`src/rtl/servo_pkg.sv`:
```
// Shared types and constants for the servo motion ramp.
//   angle_t          : 8-bit servo angle
//   state_e          : ramp FSM encoding (ST_IDLE, ST_MOVE, ST_SETTLE)
//   NUM_SERVOS       : channel count (base, shoulder, elbow, gripper)
//   HOME_ANGLE_DEF   : default park angle after reset
//   clamp_angle()    : saturate an angle into [lo, hi]
package servo_pkg;

    typedef logic [7:0] angle_t;

    typedef enum logic [1:0] {
        ST_IDLE   = 2'd0,
        ST_MOVE   = 2'd1,
        ST_SETTLE = 2'd2
    } state_e;

    localparam int unsigned NUM_SERVOS     = 4;
    localparam int unsigned HOME_ANGLE_DEF = 128;

    function automatic angle_t clamp_angle(input angle_t a, input angle_t lo, input angle_t hi);
        angle_t r;
        r = a;
        if (a < lo) r = lo;
        if (a > hi) r = hi;
        return r;
    endfunction

endpackage

```
`src/rtl/servo_ramp_step.sv`:
```
// Combinational single-channel slew step.
// Ports:
//   angle_i     : current registered angle
//   target_i    : latched target angle
//   next_o      : angle after one ramp tick (moves at most STEP_SIZE, never overshoots)
//   at_target_o : current angle already equals target
module servo_ramp_step
    import servo_pkg::*;
#(
    parameter int unsigned STEP_SIZE = 2
) (
    input  angle_t angle_i,
    input  angle_t target_i,
    output angle_t next_o,
    output logic   at_target_o
);

    localparam logic [8:0] Step = 9'(STEP_SIZE);

    logic signed [8:0] diff;
    logic        [8:0] mag;

    always_comb begin
        // 9-bit signed difference covers the full -255..255 range
        diff        = $signed({1'b0, target_i}) - $signed({1'b0, angle_i});
        mag         = diff[8] ? $unsigned(-diff) : $unsigned(diff);
        at_target_o = (diff == 9'sd0);
        if (mag <= Step) begin
            next_o = target_i;
        end else if (!diff[8]) begin
            next_o = angle_i + Step[7:0];
        end else begin
            next_o = angle_i - Step[7:0];
        end
    end

endmodule

```
`src/rtl/servo_motion_ramp.sv`:
```
// Slew-rate limiter between the gesture decoder and the 4-channel servo PWM driver.
// Accepts four target angles over valid/ready, then ramps each angle output toward
// its target by at most STEP_SIZE per ramp tick (CLK_FREQ/STEP_HZ cycles apart).
// Once all channels are on target and SETTLE_TICKS ticks have elapsed, done pulses.
// Optional feature: define SERVO_RAMP_LIMIT_EN to clamp accepted targets into
// [ANGLE_MIN, ANGLE_MAX]; otherwise targets are latched unmodified.
// Ports:
//   clk, rst_n        : clock, synchronous active-low reset
//   cmd_valid_i       : target command valid
//   cmd_ready_o       : block can accept a command (IDLE and out of reset)
//   cmd_angle_[0-3]_i : target angles (base, shoulder, elbow, gripper)
//   angle_[0-3]_o     : registered ramped angles to the PWM driver
//   busy_o            : high in MOVE or SETTLE
//   done_o            : one-cycle pulse when a command completes
module servo_motion_ramp
    import servo_pkg::*;
#(
    parameter int unsigned CLK_FREQ     = 100_000_000,
    parameter int unsigned STEP_HZ      = 1000,
    parameter int unsigned STEP_SIZE    = 2,
    parameter int unsigned SETTLE_TICKS = 50,
    parameter int unsigned HOME_ANGLE   = HOME_ANGLE_DEF,
    parameter int unsigned ANGLE_MIN    = 16,
    parameter int unsigned ANGLE_MAX    = 240
) (
    input  logic       clk,
    input  logic       rst_n,
    input  logic       cmd_valid_i,
    output logic       cmd_ready_o,
    input  logic [7:0] cmd_angle_0_i,
    input  logic [7:0] cmd_angle_1_i,
    input  logic [7:0] cmd_angle_2_i,
    input  logic [7:0] cmd_angle_3_i,
    output logic [7:0] angle_0_o,
    output logic [7:0] angle_1_o,
    output logic [7:0] angle_2_o,
    output logic [7:0] angle_3_o,
    output logic       busy_o,
    output logic       done_o
);

    localparam int unsigned DIV     = CLK_FREQ / STEP_HZ;
    localparam int unsigned TickW   = (DIV > 1) ? $clog2(DIV) : 1;
    localparam int unsigned SettleW = (SETTLE_TICKS > 0) ? $clog2(SETTLE_TICKS + 1) : 1;

    localparam logic [TickW-1:0]   TickLast  = TickW'(DIV - 1);
    localparam logic [SettleW-1:0] SettleEnd = SettleW'(SETTLE_TICKS);
    localparam angle_t             Home      = angle_t'(HOME_ANGLE);
    localparam angle_t             LimLo     = angle_t'(ANGLE_MIN);
    localparam angle_t             LimHi     = angle_t'(ANGLE_MAX);

`ifdef SERVO_RAMP_LIMIT_EN
    localparam bit LimitEn = 1'b1;
`else
    localparam bit LimitEn = 1'b0;
`endif

    state_e               state_q;
    logic [TickW-1:0]     tick_cnt_q;
    logic [SettleW-1:0]   settle_cnt_q;
    logic                 busy_q;
    logic                 done_q;
    angle_t               angle_q  [NUM_SERVOS];
    angle_t               target_q [NUM_SERVOS];

    angle_t               cmd_ang  [NUM_SERVOS];
    angle_t               cmd_lat  [NUM_SERVOS];
    angle_t               next_ang [NUM_SERVOS];
    logic [NUM_SERVOS-1:0] at_tgt;
    logic                 all_at_tgt;
    logic                 tick;
    logic                 accept;
    logic [TickW-1:0]     tick_cnt_nxt;
    logic [SettleW-1:0]   settle_inc;

    assign cmd_ang[0] = cmd_angle_0_i;
    assign cmd_ang[1] = cmd_angle_1_i;
    assign cmd_ang[2] = cmd_angle_2_i;
    assign cmd_ang[3] = cmd_angle_3_i;

    always_comb begin
        for (int i = 0; i < NUM_SERVOS; i++) begin
            cmd_lat[i] = LimitEn ? clamp_angle(cmd_ang[i], LimLo, LimHi) : cmd_ang[i];
        end
    end

    for (genvar g = 0; g < NUM_SERVOS; g++) begin : g_step
        servo_ramp_step #(
            .STEP_SIZE (STEP_SIZE)
        ) u_step (
            .angle_i     (angle_q[g]),
            .target_i    (target_q[g]),
            .next_o      (next_ang[g]),
            .at_target_o (at_tgt[g])
        );
    end

    assign cmd_ready_o  = (state_q == ST_IDLE) & rst_n;
    assign accept       = cmd_valid_i & cmd_ready_o;
    assign all_at_tgt   = &at_tgt;
    // Counter only advances outside IDLE, so gating on state keeps IDLE tick-free.
    assign tick         = (state_q != ST_IDLE) && (tick_cnt_q == TickLast);
    assign tick_cnt_nxt = tick ? '0 : tick_cnt_q + TickW'(1);
    assign settle_inc   = settle_cnt_q + SettleW'(1);

    always_ff @(posedge clk) begin
        if (!rst_n) begin
            state_q      <= ST_IDLE;
            tick_cnt_q   <= '0;
            settle_cnt_q <= '0;
            busy_q       <= 1'b0;
            done_q       <= 1'b0;
            for (int i = 0; i < NUM_SERVOS; i++) begin
                angle_q[i]  <= Home;
                target_q[i] <= Home;
            end
        end else begin
            done_q <= 1'b0;
            unique case (state_q)
                ST_IDLE: begin
                    if (accept) begin
                        target_q   <= cmd_lat;
                        tick_cnt_q <= '0;
                        busy_q     <= 1'b1;
                        state_q    <= ST_MOVE;
                    end
                end
                ST_MOVE: begin
                    tick_cnt_q <= tick_cnt_nxt;
                    // Arrival is judged on registered angles, so a zero-distance
                    // command leaves MOVE on its first cycle.
                    if (all_at_tgt) begin
                        settle_cnt_q <= '0;
                        if (SETTLE_TICKS == 0) begin
                            busy_q  <= 1'b0;
                            done_q  <= 1'b1;
                            state_q <= ST_IDLE;
                        end else begin
                            state_q <= ST_SETTLE;
                        end
                    end else if (tick) begin
                        angle_q <= next_ang;
                    end
                end
                ST_SETTLE: begin
                    tick_cnt_q <= tick_cnt_nxt;
                    if (tick) begin
                        settle_cnt_q <= settle_inc;
                        if (settle_inc == SettleEnd) begin
                            busy_q  <= 1'b0;
                            done_q  <= 1'b1;
                            state_q <= ST_IDLE;
                        end
                    end
                end
                default: begin
                    busy_q  <= 1'b0;
                    state_q <= ST_IDLE;
                end
            endcase
        end
    end

    assign angle_0_o = angle_q[0];
    assign angle_1_o = angle_q[1];
    assign angle_2_o = angle_q[2];
    assign angle_3_o = angle_q[3];
    assign busy_o    = busy_q;
    assign done_o    = done_q;

endmodule

```
`config.mk`:
```
export PLATFORM = sky130hd
export DESIGN_NAME = servo_motion_ramp
export DESIGN_NICKNAME = d
export VERILOG_FILES = /design/src/rtl/servo_pkg.sv /design/src/rtl/servo_ramp_step.sv /design/src/rtl/servo_motion_ramp.sv
export SDC_FILE = /design/constraint.sdc
export NUM_CORES = 1
export LEC_CHECK = 0
export ABC_AREA = 1
export CAP_MARGIN = 15
export CELL_PAD_IN_SITES_DETAIL_PLACEMENT = 0
export CELL_PAD_IN_SITES_GLOBAL_PLACEMENT = 1
export CORE_MARGIN = 2
export CORE_UTILIZATION = 35
export DETAILED_ROUTE_END_ITERATION = 8
export PLACE_DENSITY_LB_ADDON = 0.1
export SLEW_MARGIN = 15
export SYNTH_ARGS = -nofsm -noshare
export SYNTH_HDL_FRONTEND = slang
export SYNTH_SLANG_ARGS = --single-unit
```
`constraint.sdc`:
```
create_clock -name clk -period 2.9 [get_ports clk]
set_input_delay 0.29 -clock clk [delete_from_list [all_inputs] [get_ports clk]]
set_output_delay 0.29 -clock clk [all_outputs]
set_load 0.02 [all_outputs]
```
==> flow_summary_export.csv, run 1 <==
group,metric,value,unit
synthesis,syn-num-nets,1372,
detailed_routing,routedWlPerCell,14.3,µm
grt,antenna_found_initial,0,
sta,tightest_slew,0.789,ns
critical_path,ff2ff_setup_slack,0.10,ns
critical_path,reg2reg_depth,19,
floorplan,initial_utilization,35.7,%
clock_tree,htreeDepth,3,
detailed_routing,vias_per_cell,4.78,
floorplan,die_width,153,µm
synthesis,ys_types,43,
critical_path,crit_chain,"inv_2, ha_4, inv_2, fa_2, nand2_2, nand2_2, nand2_2, nor2_4, nor2_4, buf_4, buf_6, ha_1, nand2_1, nand2_1, a21oi_2, xor2_1, nand2_1, nand2_1, o21ai_1",
critical_path,crit_fanout,13,
synthesis,synthArstFlopShare,0,%
synthesis,synth_ff_type,"dfxtp_1",
sta,fin_skew,0.0129,ns
sta,fmax,358,MHz
synthesis,synth-seq-area-share,23.4,%
critical_path,cp-start-kind,"register",
cells_and_area,layout.nets,1534,
clock_tree,postCtsHoldBufs,0,
clock_tree,ctsRootBufferMaster,"clkbuf_16",
power_and_ir_drop,p_leak,5.11,nW
critical_path,endpoint_kind,"register",
clock_tree,numCtsBuffers,9,
detailed_routing,drtIter0Drc,544,
synthesis,synth_edf_count,0,
status,outcome,"completed",
sta,rsz0062_at_grt,"true",
synthesis,synthTopCellsByArea,"dfxtp_1 (23%), nand2_1 (20%), ha_1 (10%)",
synthesis,yosysTopAreaCellShare,23.4,%
synthesis,postSynthAreaPerCell,6.16,µm²
job,drv_cap,0,
floorplan,die_y,153,µm
critical_path,cp.required,3.15,ns
synthesis,ys_warn_count,0,
grt,grt_pass1_vias,7545,
power_and_ir_drop,ir_worst_vdd,0.482,mV
place,gp_congestion,0.832,
place,portBuffers,69,
sta,fin_setup_tns,0,ns
sta,final_max_slew_viol_count,0,
clock_tree,cts_max_path_buffers,2,
critical_path,worst_path_largest_cell_delay,0.40,ns
detailed_routing,first_pass_iters,5,
detailed_routing,ant_nets,0,
sta,setup_viol,0,
cells_and_area,drive_above_1_share,17.0,%
detailed_routing,via_count,8186,
detailed_routing,wirelength,24500,µm
critical_path,crit_end,"angle_3_o[7]",
floorplan,core_area,21800,µm²
critical_path,crit_top_cell,"nand2_1",
critical_path,slowest_stage,"fa_2",
critical_path,crit_start,"target_q[0]",
sta,fin_hold_ws,0.317,ns
floorplan,die_area,23500,µm²
sta,period_share,96.4,%
clock_tree,cts.sinks,91,
critical_path,critical_path_arrival,3.04,ns
grt,grt_overflow,0,
synthesis,synthTopCellsByCount,"nand2_1 (416), inv_1 (184), nand3_1 (126), nor2_1 (112), dfxtp_1 (91)",
cells_and_area,antenna_cells,0,
critical_path,r2r-end,"angle_3_o[7]",
floorplan,num_rows,54,
synthesis,syn-instance-count,1266,
sta,fin_crit,2.80,ns
detailed_routing,drc_errors,0,
critical_path,timing.rr.start,"target_q[0]",
place,preCtsSetupSlack,-0.170,ns
synthesis,syn-cell-area,7800,µm²
grt,grt_max_degree,34,
sta,hold_viol,0,
sta,fin_ws,0.104,ns
clock_tree,tritoncts,"yes",
clock_tree,clk_pin_slew_worst_paths,0.08,ns
floorplan,io_pins,70,
clock_tree,insertion_delay,0.37,ns
grt,grt_pass1_wl,38800,µm
sta,slew_headroom,47.1,%
power_and_ir_drop,p_per_area,750,nW/µm²
synthesis,synth-seq-cells,91,
synthesis,synth.most_common_cell,"nand2_1",
grt,grt_usage,20.5,%
critical_path,crit_type,"reg2reg",
cells_and_area,area_growth_syn_to_layout,31.9,%
place,dpl.hpwl,18900,µm
synthesis,yosysTopAreaCell,"dfxtp_1",
min_path,worst_hold_path_type,"in2reg",
sequential cells by signal, indices dropped and copies added, names as in the netlist:
register / cells
target_q: 32
tick_cnt_q: 17
angle_0_o: 8
angle_1_o: 8
angle_2_o: 8
angle_3_o: 8
settle_cnt_q: 6
state_q: 2
busy_o: 1
done_o: 1
placed cells by master (no fill, tap or decap), types with 6 or more instances in the layout:
cell / instances
nor2_2: 7
ha_1: 48
buf_4: 96
dfxtp_1: 78
xnor2_1: 9
ha_4: 11
xor2_1: 24
o21ai_0: 25
nand3_1: 121
inv_1: 173
clkdlybuf4s50_1: 68
nor2_1: 102
nor2_4: 15
nand3_2: 7
dfxtp_2: 13
nand4_1: 26
o21ai_1: 11
nand3_4: 6
nand3b_1: 13
a21oi_2: 12
inv_2: 13
nand2_1: 405
a21oi_1: 53
nor3_1: 8
nand2_2: 14
clkbuf_16: 11
critical path, delay by kind of cell (launching register included):
family / cells / cell delay [ns]
AO/OA/AOI/OAI: 2 / 0.19
XOR/XNOR: 1 / 0.21
adder cells (fa/ha/maj): 3 / 0.80
buffers and inverters: 4 / 0.40
flip-flops: 1 / 0.32
AND/OR/NAND/NOR: 9 / 0.79
repair_timing:
item                       4_1_cts  5_1_grt
resized for setup                7      104
setup endpoints to repair       38       40
gates cloned                     0        4
pin swaps                        0       41
setup buffers                    0       12
worst min-delay path by stage:
stage          depth (start not counted)         endpoint  slack, ns        startpoint
2_1_floorplan                          2     target_q[10]       0.40  cmd_angle_2_i[2]
3_3_place_gp                           2     target_q[24]       0.46      target_q[24]
3_5_place_dp                           2           busy_o       0.48            busy_o
4_1_cts                                3  settle_cnt_q[2]       0.31             rst_n
5_1_grt                                3  settle_cnt_q[5]       0.35             rst_n
6_report                               3  settle_cnt_q[2]       0.32             rst_n
cell families after synthesis:
family                     synth area share [%]
buffers and inverters                      10.9
xor gates and xnor gates                   4.03
DFF                                        23.4
and+or+nand+nor                            41.5
adders and majority gates                  12.2
AOI/OAI and AO/OA                          8.05
layer usage:
layer	track usage [%]	routed length, µm	vias up
li1	-	-	4358
met1	30.0	12700	3677
met2	32.1	10700	140
met3	2.41	910	11
met4	4.41	221	0
met5	0	0	-
where the power goes:
part / internal, mW / switching (mW)
registers: 1.38 / 0.122
logic: 1.93 / 3.02
clock network: 0.618 / 0.636
through the flow:
stage / utilization, % / instance area, µm² / cells / total power, mW
after detailed placement: 43.1 / 9420 / 1682 / 6.05
after global routing: 47.1 / 10300 / 1713 / 8.45
after global placement: 43.1 / 9420 / 1682 / 6.05
final: 47.1 / 10300 / 1713 / 7.71
after floorplan: - / 7810 / 1266 / 4.65
after CTS: 44.6 / 9740 / 1698 / 7.35
layout make-up:
class	instances	area, µm²
fill	2308	11500
inverter	193	742
clock buffer	9	225
tap	280	350
clock inverter	7	81.3
sequential	91	1840
timing repair inverter	1	5.00
timing repair buffer	172	1540
multi-input combinational	960	5500
No activity file was read; power rests on OpenSTA's default activity.
==> inputs of run 2 (changes only) <==
PLACE_DENSITY_LB_ADDON = 0.05   (was 0.1)
==> run 2 against run 1 <==
  * Cell area down 0.46%
  * Clock power is 4% lower
  * Total power hardly changed
  * Wire length fell by 0.74%
  * Final cell count increased by 0.99%
  * Combinational power grew 1%
  * Critical path type unchanged
==> flow_summary_export.csv, run 2 (synthesized netlist as in run 1, its figures left out) <==
group,metric,value,unit
grt,grt_pass1_vias,7806,
critical_path,slowest_stage,"fa_2",
cells_and_area,drive_above_1_share,16.4,%
floorplan,die_y,153,µm
cells_and_area,layout_commonest_cell,"nand2_1",
power_and_ir_drop,power.internal,3.94,mW
critical_path,crit_family,"simple AND/OR/NAND/NOR gates",
floorplan,core_area,21800,µm²
sta,hold_viol,0,
detailed_routing,wirelength,24300,µm
detailed_routing,ant_nets,0,
critical_path,crit_chain,"inv_2, ha_2, inv_2, fa_2, inv_2, ha_1, inv_1, nor2_2, nand3_2, nor2_4, nand2_2, nor2_4, nand3_4, nand3_4, buf_6, a21oi_1, nand2_1, inv_1",
clock_tree,numCtsBuffers,9,
clock_tree,ctsRootBufferMaster,"clkbuf_16",
critical_path,critical_path_arrival,3.00,ns
place,dpl.hpwl,19000,µm
critical_path,crit_top_cell,"inv_2",
grt,grt_max_degree,49,
sta,fmax,364,MHz
job,drv_cap,0,
detailed_routing,routedWlPerCell,14.1,µm
critical_path,cp-start-kind,"register",
detailed_routing,drtIter0Drc,390,
floorplan,die_width,153,µm
sta,final_max_slew_viol_count,0,
clock_tree,cts.sinks,91,
cells_and_area,reg_top3,"target_q: 32 flops, tick_cnt_q: 17 flops",
floorplan,initial_utilization,35.7,%
cells_and_area,regMostFlops,"target_q",
grt,grt_pass1_wl,39700,µm
clock_tree,cts_max_path_buffers,2,
critical_path,cp_num_buf_inv,6,
critical_path,crit_fanout,13,
status,outcome,"completed",
sta,fin_skew,0.0131,ns
clock_tree,clk_pin_slew_worst_paths,0.08,ns
floorplan,io_pins,70,
power_and_ir_drop,p_clk_share,15.5,%
place,gp_congestion,0.877,
floorplan,num_rows,54,
cells_and_area,area_growth_syn_to_layout,31.2,%
grt,antenna_found_initial,0,
clock_tree,insertion_delay,0.36,ns
critical_path,crit_type,"reg2reg",
sta,rsz0062_at_grt,"true",
detailed_routing,drc_errors,0,
min_path,worst_hold_path_type,"in2reg",
cells_and_area,layout.nets,1551,
cells_and_area,design_area,10200,µm²
clock_tree,htreeDepth,3,
sta,tightest_slew,0.760,ns
cells_and_area,final_util,46.9,%
sta,slew_headroom,48.9,%
detailed_routing,via_count,8292,
sta,fin_crit,2.75,ns
power_and_ir_drop,sw_frac_of_total,49.0,%
place,dpl_cell_area,9580,µm²
critical_path,endpoint_kind,"register",
clock_tree,postCtsHoldBufs,0,
power_and_ir_drop,p_per_area,754,nW/µm²
critical_path,worst_path_largest_cell_delay,0.45,ns
place,portBuffers,69,
clock_tree,tritoncts,"yes",
detailed_routing,vias_per_cell,4.79,
grt,grt_overflow,0,
critical_path,cp.required,3.16,ns
power_and_ir_drop,switching_power,3.78,mW
cells_and_area,antenna_cells,0,
cells_and_area,final_cell_mix,"nand2_1 (407), inv_1 (179), nand3_1 (122)",
floorplan,die_area,23500,µm²
power_and_ir_drop,power_frac_seq,19.6,%
power_and_ir_drop,ir_worst_vdd,0.367,mV
cells_and_area,largest_reg_flops,32,
sta,fin_setup_tns,0,ns
power_and_ir_drop,p_leak,5.14,nW
detailed_routing,first_pass_iters,5,
grt,grt_usage,20.9,%
power_and_ir_drop,combPwrFrac,64.9,%
sta,period_share,94.7,%
sta,setup_viol,0,
## run 2: worst min-delay path: cells and delay by family
family | cells | cell delay (ns)
simple gates | 2 | 0.10
buf+inv | 1 | 0.39
## run 2: path summary, 6_finish.rpt
kind	from	endpoint	slack, ns	cells after the start
worst max-delay path	target_q[8]	angle_3_o[5]	0.15	18
worst min-delay path	cmd_angle_1_i[3]	target_q[19]	0.47	3
worst max register to register	target_q[8]	angle_3_o[5]	0.15	18
worst min register to register	tick_cnt_q[1]	tick_cnt_q[1]	0.49	2
## run 2: per-stage QoR
stage / hold WS, ns / setup slack [ns] / power, mW / instances
2_1_floorplan: 0.401 / -0.0210 / 4.65 / 1266
3_5_place_dp: 0.478 / -0.207 / 6.17 / 1706
3_3_place_gp: 0.473 / -0.168 / 6.16 / 1706
4_1_cts: 0.458 / 0.000161 / 7.45 / 1723
6_report: 0.466 / 0.153 / 7.72 / 1730
5_1_grt: 0.472 / -0.0783 / 8.45 / 1730
## run 2: cell type report
type	instances	area (µm²)
Tap cell	280	350
Fill cell	2346	11600
Clock inverter	7	66.3
Sequential cell	91	1830
Timing Repair inverter	1	5.00
Inverter	193	734
Timing Repair Buffer	188	1600
Clock buffer	9	225
Multi-Input combinational cell	961	5420
## run 2: per-layer routing
metal	GRT usage, %	wire [µm]	up-vias
met1	29.7	12500	3744
met3	2.41	840	13
met4	5.11	284	0
met5	0	0	-
met2	33.7	10700	144
li1	-	-	4391
## run 2: power groups by stage
stage          sequential [mW]  combinational [mW]  clock, mW
4_1_cts                   1.50                4.71       1.24
6_report                  1.51                5.01       1.20
5_1_grt                   1.52                5.64       1.28
2_1_floorplan             1.50                3.15          0
3_5_place_dp              1.53                4.63          0
3_3_place_gp              1.53                4.63          0
## run 2: what timing repair did
action                     4_1_cts  5_1_grt
cloned                           1        1
gates resized for setup         11       77
buffers inserted                 0        7
setup endpoints to repair       40       40
pin swaps                        1       20
